<file path="src/rtl/icache_pkg.sv">
// Shared types and constants for the icache miss controller.
// Optional feature macro: ICACHE_PERF_EN (performance counters).
package icache_pkg;

  localparam int unsigned ADDR_W = 32;
  localparam int unsigned DATA_W = 32;
  localparam int unsigned PERF_N = 3;
  localparam int unsigned PERF_W = 32;

  // Counter slots in the perf bank
  localparam int unsigned PERF_HIT   = 0;
  localparam int unsigned PERF_MISS  = 1;
  localparam int unsigned PERF_STALL = 2;

  localparam logic [ADDR_W-1:0] UNC_BASE = 32'hF000_0000;
  localparam logic [ADDR_W-1:0] UNC_MASK = 32'hF000_0000;

  typedef enum logic [1:0] {
    S_IDLE = 2'd0,
    S_REQ  = 2'd1,
    S_WAIT = 2'd2
  } state_t;

  // True when the address falls in the uncached region
  function automatic logic unc(input logic [ADDR_W-1:0] addr);
    return (addr & UNC_MASK) == UNC_BASE;
  endfunction

endpackage

</file>
<file path="src/rtl/icache_perf_cnt.sv">
// Saturating event counter bank, present only with ICACHE_PERF_EN.
`ifdef ICACHE_PERF_EN
module icache_perf_cnt
  import icache_pkg::*;
(
  input  logic                          clk,
  input  logic                          rst,
  input  logic [PERF_N-1:0]             inc,
  output logic [PERF_N-1:0][PERF_W-1:0] cnt
);

  // Each counter steps on its event and sticks at all-ones
  always_ff @(posedge clk) begin
    if (rst) begin
      cnt <= '0;
    end else begin
      for (int i = 0; i < int'(PERF_N); i++) begin
        if (inc[i] && (cnt[i] != {PERF_W{1'b1}})) begin
          cnt[i] <= cnt[i] + PERF_W'(1);
        end
      end
    end
  end

endmodule
`endif

</file>
<file path="src/rtl/icache_miss_ctrl.sv">
// Fetch front end and single-outstanding-read miss handler for the icache.
// Optional feature macro: ICACHE_PERF_EN adds perf_hit/perf_miss/perf_stall.
module icache_miss_ctrl
  import icache_pkg::*;
(
  input  logic              clk,
  input  logic              rst,
  input  logic              if_req,
  input  logic [ADDR_W-1:0] if_addr,
  input  logic              if_flush,
  output logic              if_valid,
  output logic [DATA_W-1:0] if_inst,
  output logic              if_err,
  output logic              if_stall,
  output logic              c_r_en,
  output logic [ADDR_W-1:0] c_r_addr,
  input  logic              c_hit,
  input  logic [DATA_W-1:0] c_r_data,
  output logic              c_w_en,
  output logic [ADDR_W-1:0] c_w_addr,
  output logic [DATA_W-1:0] c_w_data,
  output logic              mem_req,
  output logic [ADDR_W-1:0] mem_addr,
  input  logic              mem_gnt,
  input  logic              mem_rvalid,
  input  logic [DATA_W-1:0] mem_rdata,
  input  logic              mem_err
`ifdef ICACHE_PERF_EN
  ,
  output logic [PERF_W-1:0] perf_hit,
  output logic [PERF_W-1:0] perf_miss,
  output logic [PERF_W-1:0] perf_stall
`endif
);

  state_t            state, state_n;
  logic [ADDR_W-1:0] miss_addr, miss_addr_n;
  logic              cancel, cancel_n;
  logic              lookup;
  logic              hit_evt, miss_evt;
  logic              resp_valid;

  assign c_r_addr = if_addr;
  assign mem_addr = miss_addr;
  assign c_w_addr = miss_addr;
  assign c_w_data = mem_rdata;

  // A fetch in IDLE is looked up only if it is live and cacheable
  assign lookup = if_req & ~if_flush & ~unc(if_addr);

  // State, latched miss address and cancel flag
  always_ff @(posedge clk) begin
    if (rst) begin
      state     <= S_IDLE;
      miss_addr <= '0;
      cancel    <= 1'b0;
    end else begin
      state     <= state_n;
      miss_addr <= miss_addr_n;
      cancel    <= cancel_n;
    end
  end

  // Next state and combinational fetch/cache/memory outputs; all quiet in reset
  always_comb begin
    state_n     = state;
    miss_addr_n = miss_addr;
    cancel_n    = cancel;
    c_r_en      = 1'b0;
    if_valid    = 1'b0;
    if_inst     = '0;
    if_err      = 1'b0;
    if_stall    = 1'b0;
    mem_req     = 1'b0;
    c_w_en      = 1'b0;
    hit_evt     = 1'b0;
    miss_evt    = 1'b0;
    resp_valid  = 1'b0;
    if (!rst) begin
      case (state)
        S_IDLE: begin
          c_r_en = lookup;
          if (if_req && !if_flush) begin
            if (lookup && c_hit) begin
              if_valid = 1'b1;
              if_inst  = c_r_data;
              hit_evt  = 1'b1;
            end else begin
              miss_addr_n = if_addr;
              state_n     = S_REQ;
              miss_evt    = 1'b1;
            end
          end
        end
        S_REQ: begin
          if_stall = 1'b1;
          // A flush before grant abandons the miss with no bus traffic
          if (if_flush) begin
            state_n = S_IDLE;
          end else begin
            mem_req = 1'b1;
            if (mem_gnt) begin
              state_n = S_WAIT;
            end
          end
        end
        S_WAIT: begin
          if_stall = ~cancel;
          if (mem_rvalid) begin
            // The fill still lands in the cache even if the fetch was redirected
            resp_valid = ~(cancel | if_flush);
            c_w_en     = ~mem_err & ~unc(miss_addr);
            if_valid   = resp_valid;
            if_err     = resp_valid & mem_err;
            if_inst    = (resp_valid && !mem_err) ? mem_rdata : '0;
            state_n    = S_IDLE;
            cancel_n   = 1'b0;
          end else if (if_flush) begin
            cancel_n = 1'b1;
          end
        end
        default: begin
          state_n = S_IDLE;
        end
      endcase
    end
  end

`ifdef ICACHE_PERF_EN
  logic [PERF_N-1:0]             perf_inc;
  logic [PERF_N-1:0][PERF_W-1:0] perf_cnt;

  // Event strobes for the counter bank
  always_comb begin
    perf_inc             = '0;
    perf_inc[PERF_HIT]   = hit_evt;
    perf_inc[PERF_MISS]  = miss_evt;
    perf_inc[PERF_STALL] = ~rst & ((state == S_REQ) | (state == S_WAIT));
  end

  icache_perf_cnt u_perf (
    .clk (clk),
    .rst (rst),
    .inc (perf_inc),
    .cnt (perf_cnt)
  );

  assign perf_hit   = perf_cnt[PERF_HIT];
  assign perf_miss  = perf_cnt[PERF_MISS];
  assign perf_stall = perf_cnt[PERF_STALL];
`else
  logic unused_evt;
  assign unused_evt = hit_evt ^ miss_evt;
`endif

endmodule

</file>
<file path="config.mk">
export PLATFORM = sky130hd
export DESIGN_NAME = icache_miss_ctrl
export DESIGN_NICKNAME = d
export VERILOG_FILES = /design/src/rtl/icache_pkg.sv /design/src/rtl/icache_perf_cnt.sv /design/src/rtl/icache_miss_ctrl.sv
export SDC_FILE = /design/constraint.sdc
export NUM_CORES = 1
export LEC_CHECK = 0
export CORE_AREA = 2 2 105 107
export CTS_BUF_LIST = sky130_fd_sc_hd__clkbuf_16
export CTS_CLUSTER_DIAMETER = 80
export CTS_CLUSTER_SIZE = 10
export DETAILED_ROUTE_END_ITERATION = 10
export DIE_AREA = 0 0 107 109
export PLACE_DENSITY_LB_ADDON = 0.12
export RECOVER_POWER = 25
export SYNTH_ARGS = -nofsm -noshare
export SYNTH_HDL_FRONTEND = slang
export SYNTH_HIERARCHICAL = 1
export SYNTH_SLANG_ARGS = --single-unit
</file>
<file path="constraint.sdc">
create_clock -name clk -period 2 [get_ports clk]
set_input_delay 0.4 -clock clk [delete_from_list [all_inputs] [get_ports clk]]
set_output_delay 0.4 -clock clk [all_outputs]
set_load 0.01 [all_outputs]
</file>
======== Word level (Yosys, flattened, before mapping) ========
Index checks and enable logic that the tools add are counted.
word-level totals
  flip-flop bits (word level) ............. 35
  input bits .............................. 104
  output and inout bits ................... 166
  logic and storage cells ................. 65
operators by class
  eq/ne operators ......................... 8
  mux-type cells .......................... 32
  bitwise logic cells ..................... 12
  reductions and logical operators ........ 10
operator list
  operator              count
  $mux W32              5
  $pmux W32 S2          1
  $mux W1               18
  $mux W2               5
  $eq A4 B4 Y1 const B  2
  $not A1 Y1            7
  $ne A2 B2 Y1 const B  3
  $pmux W2 S3           1
  $and A1 B1 Y1         4
  $pmux W1 S2           2
  $reduce_and A4 Y1     1
  $logic_and A1 B1 Y1   3
  $ne A3 B3 Y1 const B  1
  $reduce_and A3 Y1     1
  $eq A2 B1 Y1 const B  1
  $eq A2 B2 Y1 const B  1
  $logic_not A1 Y1      2
  $logic_not A2 Y1      1
  $reduce_and A2 Y1     1
  $reduce_bool A2 Y1    1
  $or A1 B1 Y1          1

======== Longest topological paths before layout ========
Gate-level depths: netlist (run 1).
  depth in word-level cells ............... 8
  depth in mapped cells ................... 7
  mapped depth without buffers ............ 6

======== Least setup slack after synthesis (run 1) ========
No wires, ideal clock.
  kind .................................... register to output
  from .................................... register state[0]
  to ...................................... output port if_inst[5]
  arrival ................................. 1.721 ns
  setup slack ............................. -0.121 ns
  cell stages (with the launch flop) ...... 8
  path through ............................ dfxtp_1 -> inv_1 -> ha_1 -> nand2_1 -> or3_4 -> nor4_4 -> buf_6 -> a22o_1
between the ends
  longest elaborated chain between the ends .. 3
  elaborated cells on any way between the ends .. 4
RTL lines
  item                                              RTL line                text
  start: declaration                                icache_miss_ctrl.sv:36  state_t state, state_n;
  start signal: assignment                          icache_miss_ctrl.sv:58  state <= state_n;
  $eq A2 B2 Y1 or $logic_not A2 Y1 (tied branches)  icache_miss_ctrl.sv:80  case (state)
  $pmux W32 S2 *                                    icache_miss_ctrl.sv:80
  $mux W32 *                                        icache_miss_ctrl.sv:79  if (!rst) begin
  end: declaration                                  icache_miss_ctrl.sv:12  output logic [DATA_W-1:0] if_inst,
Every way passes the cells marked *; elsewhere a longest branch is shown, timed or not.

======== Final worst setup path (run 1) ========
Ends and elaborated chain as after synthesis.

==> flow_metrics.tcl, run 1 <==
set metrics [dict create \
    worstMarginPinSlew_ps 344.8 \
    grt_pass1_wl_mm 15.76 \
    grt.overflow.total 0 \
    wirelength_met1_mm 3.987 \
    hp-start "c_w_addr[11]$_SDFFE_PP0P_" \
    synth-compound-area-share 0.2208 \
    muxShareOfSynthArea 0 \
    synth.cell_area_mm2 0.002510 \
    rows 38 \
    cts_buffer_depth 2 \
    clock-root-buffer "clkbuf_16" \
    seq_area_frac_synth 0.2792 \
    outcome "finished, violations left" \
    wl_met3_um 983 \
    finalHoldViolations 0 \
    synth_nets 424 \
    yosys_register_bits 35 \
    vias 2885 \
    dp_hpwl_mm 8.190 \
    cp_num_buf_inv 5 \
    io_buffers 269 \
    cts.clk_slew.worst_paths_ps 60 \
    fin_nets 637 \
    synthAdderAreaFrac 0.01496 \
    period_share 1.228 \
    start_util 0.2367 \
    cp_max_fo 8 \
    die_w_um 107 \
    final.setup.tns_ps -12940 \
    cts_tree "yes" \
    cp_data_required_time_ps 1600 \
    synthCells 317 \
    antennaDiodeCount 0 \
    dr.first_iter.drc_count 83 \
    hp-class "flop to flop" \
    holdWs_ps 461.3 \
    synth_area_per_cell_um2 7.918 \
    grtUsageTotal 0.1751 \
    grt_max_degree 27 \
    synth_simple_gate_area_frac 0.1530 \
    synth.distinct_cells 29 \
    drive_above_1_share 0.2731 \
    critPathArrivalTime_ps 2060 \
    synth_enable_flop_cells 0 \
    die_h_um 109 \
    highest_layer "met4" \
    leakage_nw 2.368 \
    crit_slowest_cell "or3_4" \
    routed-wl-met2_mm 5.807 \
    drv_cap 0 \
    powerDensity_mw_per_mm2 425.8 \
    slew_headroom 0.7692 \
    yosysWarnings 6 \
    cts_sinks 35 \
    crit_chain "inv_2 -> ha_4 -> nand2_2 -> or3_4 -> nor4_4 -> buf_4 -> buf_6 -> buf_12 -> a22o_1 -> buf_2" \
    wl_per_cell_um 16.32 \
    area_growth_pct 120.9 \
    drt-total-wl_mm 10.95 \
    max_freq_mhz 407.2 \
    fin_ws_ps -455.9 \
    io_pins 270 \
    path_class "flop to primary output" \
    crit-reg2reg-launch "state[1]$_SDFFE_PP0P_" \
    ys.flop_type "dfxtp_1" \
    skew_ps 6.426 \
    insertion_delay_ps 280 \
    period_needed_ps 2456 \
    vias_per_cell 4.300 \
    cp_top_family "simple AND/OR/NAND/NOR gates" \
    drv_slew 0 \
    drc 0 \
    crit_path_start "state[0]$_SDFFE_PP0P_" \
    finalSetupViolCount 35 \
    synthXorXnorAreaFrac 0 \
    violations "negative setup slack" \
    grt_antenna_before_repair 0 \
    cp-start-kind "flop" \
    place.gp.congestion 0.7536 \
    end_kind "primary output" \
    firstDrtPassIters 4 \
    critPathMaxStageDelay_ps 400 \
    antenna_left 0 \
    numCtsBuffers 5 \
    rsz0062_at_grt "true" \
    ir_worst_vdd_uv 280.5 \
    first_global_vias 2891 \
    cts_hold_buffers 0 \
    async_reset_ff_frac 0 \
    htree_levels 2 \
    core_mm2 0.01060 \
    die_area_mm2 0.01166 \
    synth_top_family_by_area "buffers and inverters" \
]
[through the flow]
step                      cell area, µm²  instances  setup WS (ps)  power [mW]  utilization
after floorplan                     2589        317         -104.0       1.047            -
after global placement              4906        643         -992.5       1.462       0.4627
after detailed placement            4906        643          -1013       1.463       0.4627
after CTS                           5524        671         -493.6       2.398       0.5210
after global routing                5544        671         -571.0       2.464       0.5229
final                               5544        671         -455.9       2.361       0.5229
[area by class of cell]
| cell class | count | area, µm² |
|---|---|---|
| Fill cell | 992 | 5059 |
| Multi-Input combinational cell | 164 | 1257 |
| Inverter | 5 | 21.27 |
| Sequential cell | 35 | 703.2 |
| Tap cell | 140 | 175.2 |
| Timing Repair Buffer | 319 | 3219 |
| Clock inverter | 3 | 42.54 |
| Clock buffer | 5 | 125.1 |
[registers in the layout, summed over array words and instances (netlist names)]
name	cells
c_w_addr	32
cancel	1
state	2
[logic make-up (layout without fill, tap and decap cells)]
logic type / after synthesis / in the layout
AO/OA/AOI/OAI: 76 / 76
flip-flops: 35 / 35
buffers and inverters: 118 / 332
adder cells (fa/ha/maj): 3 / 3
AND/OR/NAND/NOR: 85 / 85
[tightest hold or removal path: stages, from the launching register on]
cell and delay, ps:
dfxtp_1 310, nand2_1 50, a21oi_1 50
[final timing paths]
path                          endpoint  slack, ps  depth (start not counted)
max                         if_inst[5]       -460                         10
min          c_w_addr[11]$_SDFFE_PP0P_        460                          2
max reg2reg  c_w_addr[21]$_SDFFE_PP0P_        190                         10
min reg2reg  c_w_addr[11]$_SDFFE_PP0P_        460                          2
[report_power, final]
part,switching [mW],internal [mW],leakage (nW)
sequential,0.0185,0.723,0.285
combinational,0.275,0.459,2.00
clock,0.298,0.588,0.0818
[Yosys cell counts, types with 2 or more instances]
master | count | area share
nor3b_1 | 3 | 0.0090
nand2b_1 | 3 | 0.0075
inv_1 | 5 | 0.0075
a22o_1 | 4 | 0.014
ha_1 | 3 | 0.015
a22o_2 | 28 | 0.11
buf_6 | 3 | 0.013
dfxtp_1 | 35 | 0.28
a211oi_1 | 2 | 0.0060
clkbuf_1 | 12 | 0.018
buf_4 | 98 | 0.29
nand2_1 | 67 | 0.10
nor2_1 | 2 | 0.0030
a21oi_1 | 36 | 0.072
nand4_1 | 2 | 0.0050
[repair_timing]
item | CTS | global route
setup buffers | 16 | 2
endpoints found under the hold margin | 0 | 0
gates cloned | 5 | 0
pin swaps | 13 | 5
endpoints found under the setup margin | 38 | 37
gates resized for setup | 224 | 14
[metal layers]
metal / track usage / vias to the layer above
met5: 0 / -
met4: 0.04453 / 0
met3: 0.04842 / 8
met2: 0.3444 / 161
met1: 0.1822 / 1305
li1: - / 1411
[placed cells by master (no fill, tap or decap), drive strengths merged]
cell type / Yosys / final
nand2: 67 / 67
clkdlybuf4s50: 0 / 183
o21ai: 1 / 1
clkdlybuf4s15: 0 / 2
nand4: 2 / 2
a211oi: 2 / 2
a31oi: 1 / 1
nor3: 1 / 1
nor2: 2 / 2
nor2b: 1 / 1
buf: 101 / 86
bufinv: 0 / 1
a2bb2oi: 1 / 1
dlygate4sd2: 0 / 7
nor4: 2 / 2
inv: 5 / 6
nand3: 1 / 1
clkbuf: 12 / 6
nand3b: 1 / 1
or3: 1 / 1
dfxtp: 35 / 35
ha: 3 / 3
a31o: 1 / 1
a21oi: 36 / 36
nand2b: 3 / 3
dlygate4sd3: 0 / 40
nor3b: 3 / 3
a21o: 1 / 1
and4: 1 / 1
a22o: 32 / 32
a22oi: 1 / 1
clkinv: 0 / 1
(Power assumes the default switching activity.)
==> run 2, diff against run 1 <==
GPL_TIMING_DRIVEN = 0   (was default)
==> flow_metrics.tcl, run 2 (same netlist as run 1, synthesis figures left out) <==
set metrics [dict create \
    grt_max_degree 13 \
    finalSetupViolCount 35 \
    insertion_delay_ps 270 \
    end_kind "primary output" \
    htree_levels 2 \
    area_growth_pct 140.2 \
    multi_input_area_mm2 0.001227 \
    io_pins 270 \
    drv_slew 0 \
    crit-reg2reg-launch "state[0]$_SDFFE_PP0P_" \
    dr.first_iter.drc_count 96 \
    path_class "flop to primary output" \
    fin_nets 720 \
    timing.rr.end "c_w_addr[22]$_SDFFE_PP0P_" \
    drv_cap 0 \
    cp_max_fo 5 \
    firstDrtPassIters 4 \
    drive_above_1_share 0.3485 \
    grt.overflow.total 0 \
    antennaDiodeCount 0 \
    crit_path_start "state[0]$_SDFFE_PP0P_" \
    violations "negative setup slack" \
    grt_antenna_before_repair 0 \
    power_mw 2.317 \
    cts_hold_buffers 0 \
    final_common_cell "clkdlybuf4s50_1" \
    endpoint "if_inst[5]" \
    cts_tree "yes" \
    period_share 1.200 \
    largest_register_ffs 32 \
    die_area_mm2 0.01166 \
    io_buffers 268 \
    grtUsageTotal 0.1807 \
    dp_hpwl_mm 8.934 \
    ir_worst_vdd_uv 267.3 \
    vias_per_cell 4.167 \
    drt-total-wl_mm 11.12 \
    r2r_slack_ps 30 \
    cp-start-kind "flop" \
    cts_sinks 35 \
    skew_ps 6.539 \
    vias 3142 \
    reg2reg_depth 10 \
    fillers 961 \
    place.gp.congestion 0.7941 \
    drc 0 \
    clock-root-buffer "clkbuf_16" \
    seqCellArea_um2 705.7 \
    numCtsBuffers 5 \
    instances_no_fill 754 \
    cp_data_required_time_ps 1600 \
    die_w_um 107 \
    wl_per_cell_um 14.75 \
    period_needed_ps 2401 \
    outcome "finished, violations left" \
    rsz0062_at_grt "true" \
    fin_ws_ps -400.9 \
    hp-class "input pin to flop" \
    first_global_vias 3104 \
    final.setup.tns_ps -12360 \
    powerDensity_mw_per_mm2 384.2 \
    slew_headroom 0.6448 \
    die_h_um 109 \
    leakage_nw 2.704 \
    max_freq_mhz 416.5 \
    dp.cells 725 \
    critPathArrivalTime_ps 2000 \
    cts_buffer_depth 2 \
    layout.cells.most_common_list "185 x clkdlybuf4s50_1, 112 x buf_4, 66 x nand2_1" \
    fin_util 0.5687 \
    rows 38 \
    core_mm2 0.01060 \
    start_util 0.2367 \
    grt_pass1_wl_mm 16.56 \
    finalHoldViolations 0 \
    worstMarginPinSlew_ps 532.7 \
    antenna_left 0 \
    cts.clk_slew.worst_paths_ps 60 \
]
## run 2: final cells by class
class / count / share of cell area
plain buffers: 112 / 0.1417
repair buffers: 290 / 0.4814
clock inverters: 3 / 0.003320
clock buffers: 5 / 0.02075
multi-input cells: 164 / 0.2036
flip-flops and latches: 35 / 0.1170
well taps: 140 / 0.02905
inverters: 5 / 0.003113
## run 2: layer usage
| layer | wire, µm | global-route usage | part of all wire |
|---|---|---|---|
| met5 | 0 | 0 | 0 |
| met4 | 211 | 0.05102 | 0.019 |
| met3 | 975 | 0.05798 | 0.088 |
| met2 | 5779 | 0.3449 | 0.52 |
| met1 | 4155 | 0.1897 | 0.37 |
## run 2: worst min-delay path by stage
stage                              startpoint                   endpoint  slack, ps  cells after the start
global route        c_w_addr[23]$_SDFFE_PP0P_  c_w_addr[23]$_SDFFE_PP0P_        500                      2
global placement    c_w_addr[23]$_SDFFE_PP0P_  c_w_addr[23]$_SDFFE_PP0P_        460                      2
finish                             if_addr[2]   c_w_addr[2]$_SDFFE_PP0P_        450                      3
CTS                 c_w_addr[27]$_SDFFE_PP0P_  c_w_addr[27]$_SDFFE_PP0P_        480                      2
detailed placement  c_w_addr[27]$_SDFFE_PP0P_  c_w_addr[27]$_SDFFE_PP0P_        470                      2
floorplan            c_w_addr[0]$_SDFFE_PP0P_   c_w_addr[0]$_SDFFE_PP0P_        490                      2
## run 2: per-stage QoR
step | worst slack, ps | cell area, µm² | hold WS [ps]
global placement | -1412 | 5446 | 459.0
floorplan | -104.0 | 2589 | 492.8
detailed placement | -1425 | 5446 | 469.1
CTS | -606.0 | 5992 | 476.2
global route | -498.0 | 6030 | 495.3
finish | -400.9 | 6030 | 449.1
## run 2: worst max-delay path, cell delays in order, from the launching register on
cell and delay, ps:
dfxtp_2 320, inv_2 70, ha_4 140, nand2_2 50, or3_4 380, nor4_4 160, buf_6 150, buf_6 100
buf_6 120, a22o_1 110, buf_2 120
## run 2: power by group
part	switching, mW	total (mW)	internal [mW]
Sequential	0.0199	0.742	0.722
Clock	0.292	0.751	0.458
Combinational	0.290	0.825	0.534
## run 2: what timing repair did
action | CTS | global route
cloned | 3 | 0
gates resized for setup | 224 | 27
buffers inserted | 16 | 6
setup endpoints to repair | 69 | 69
pin swaps | 9 | 7
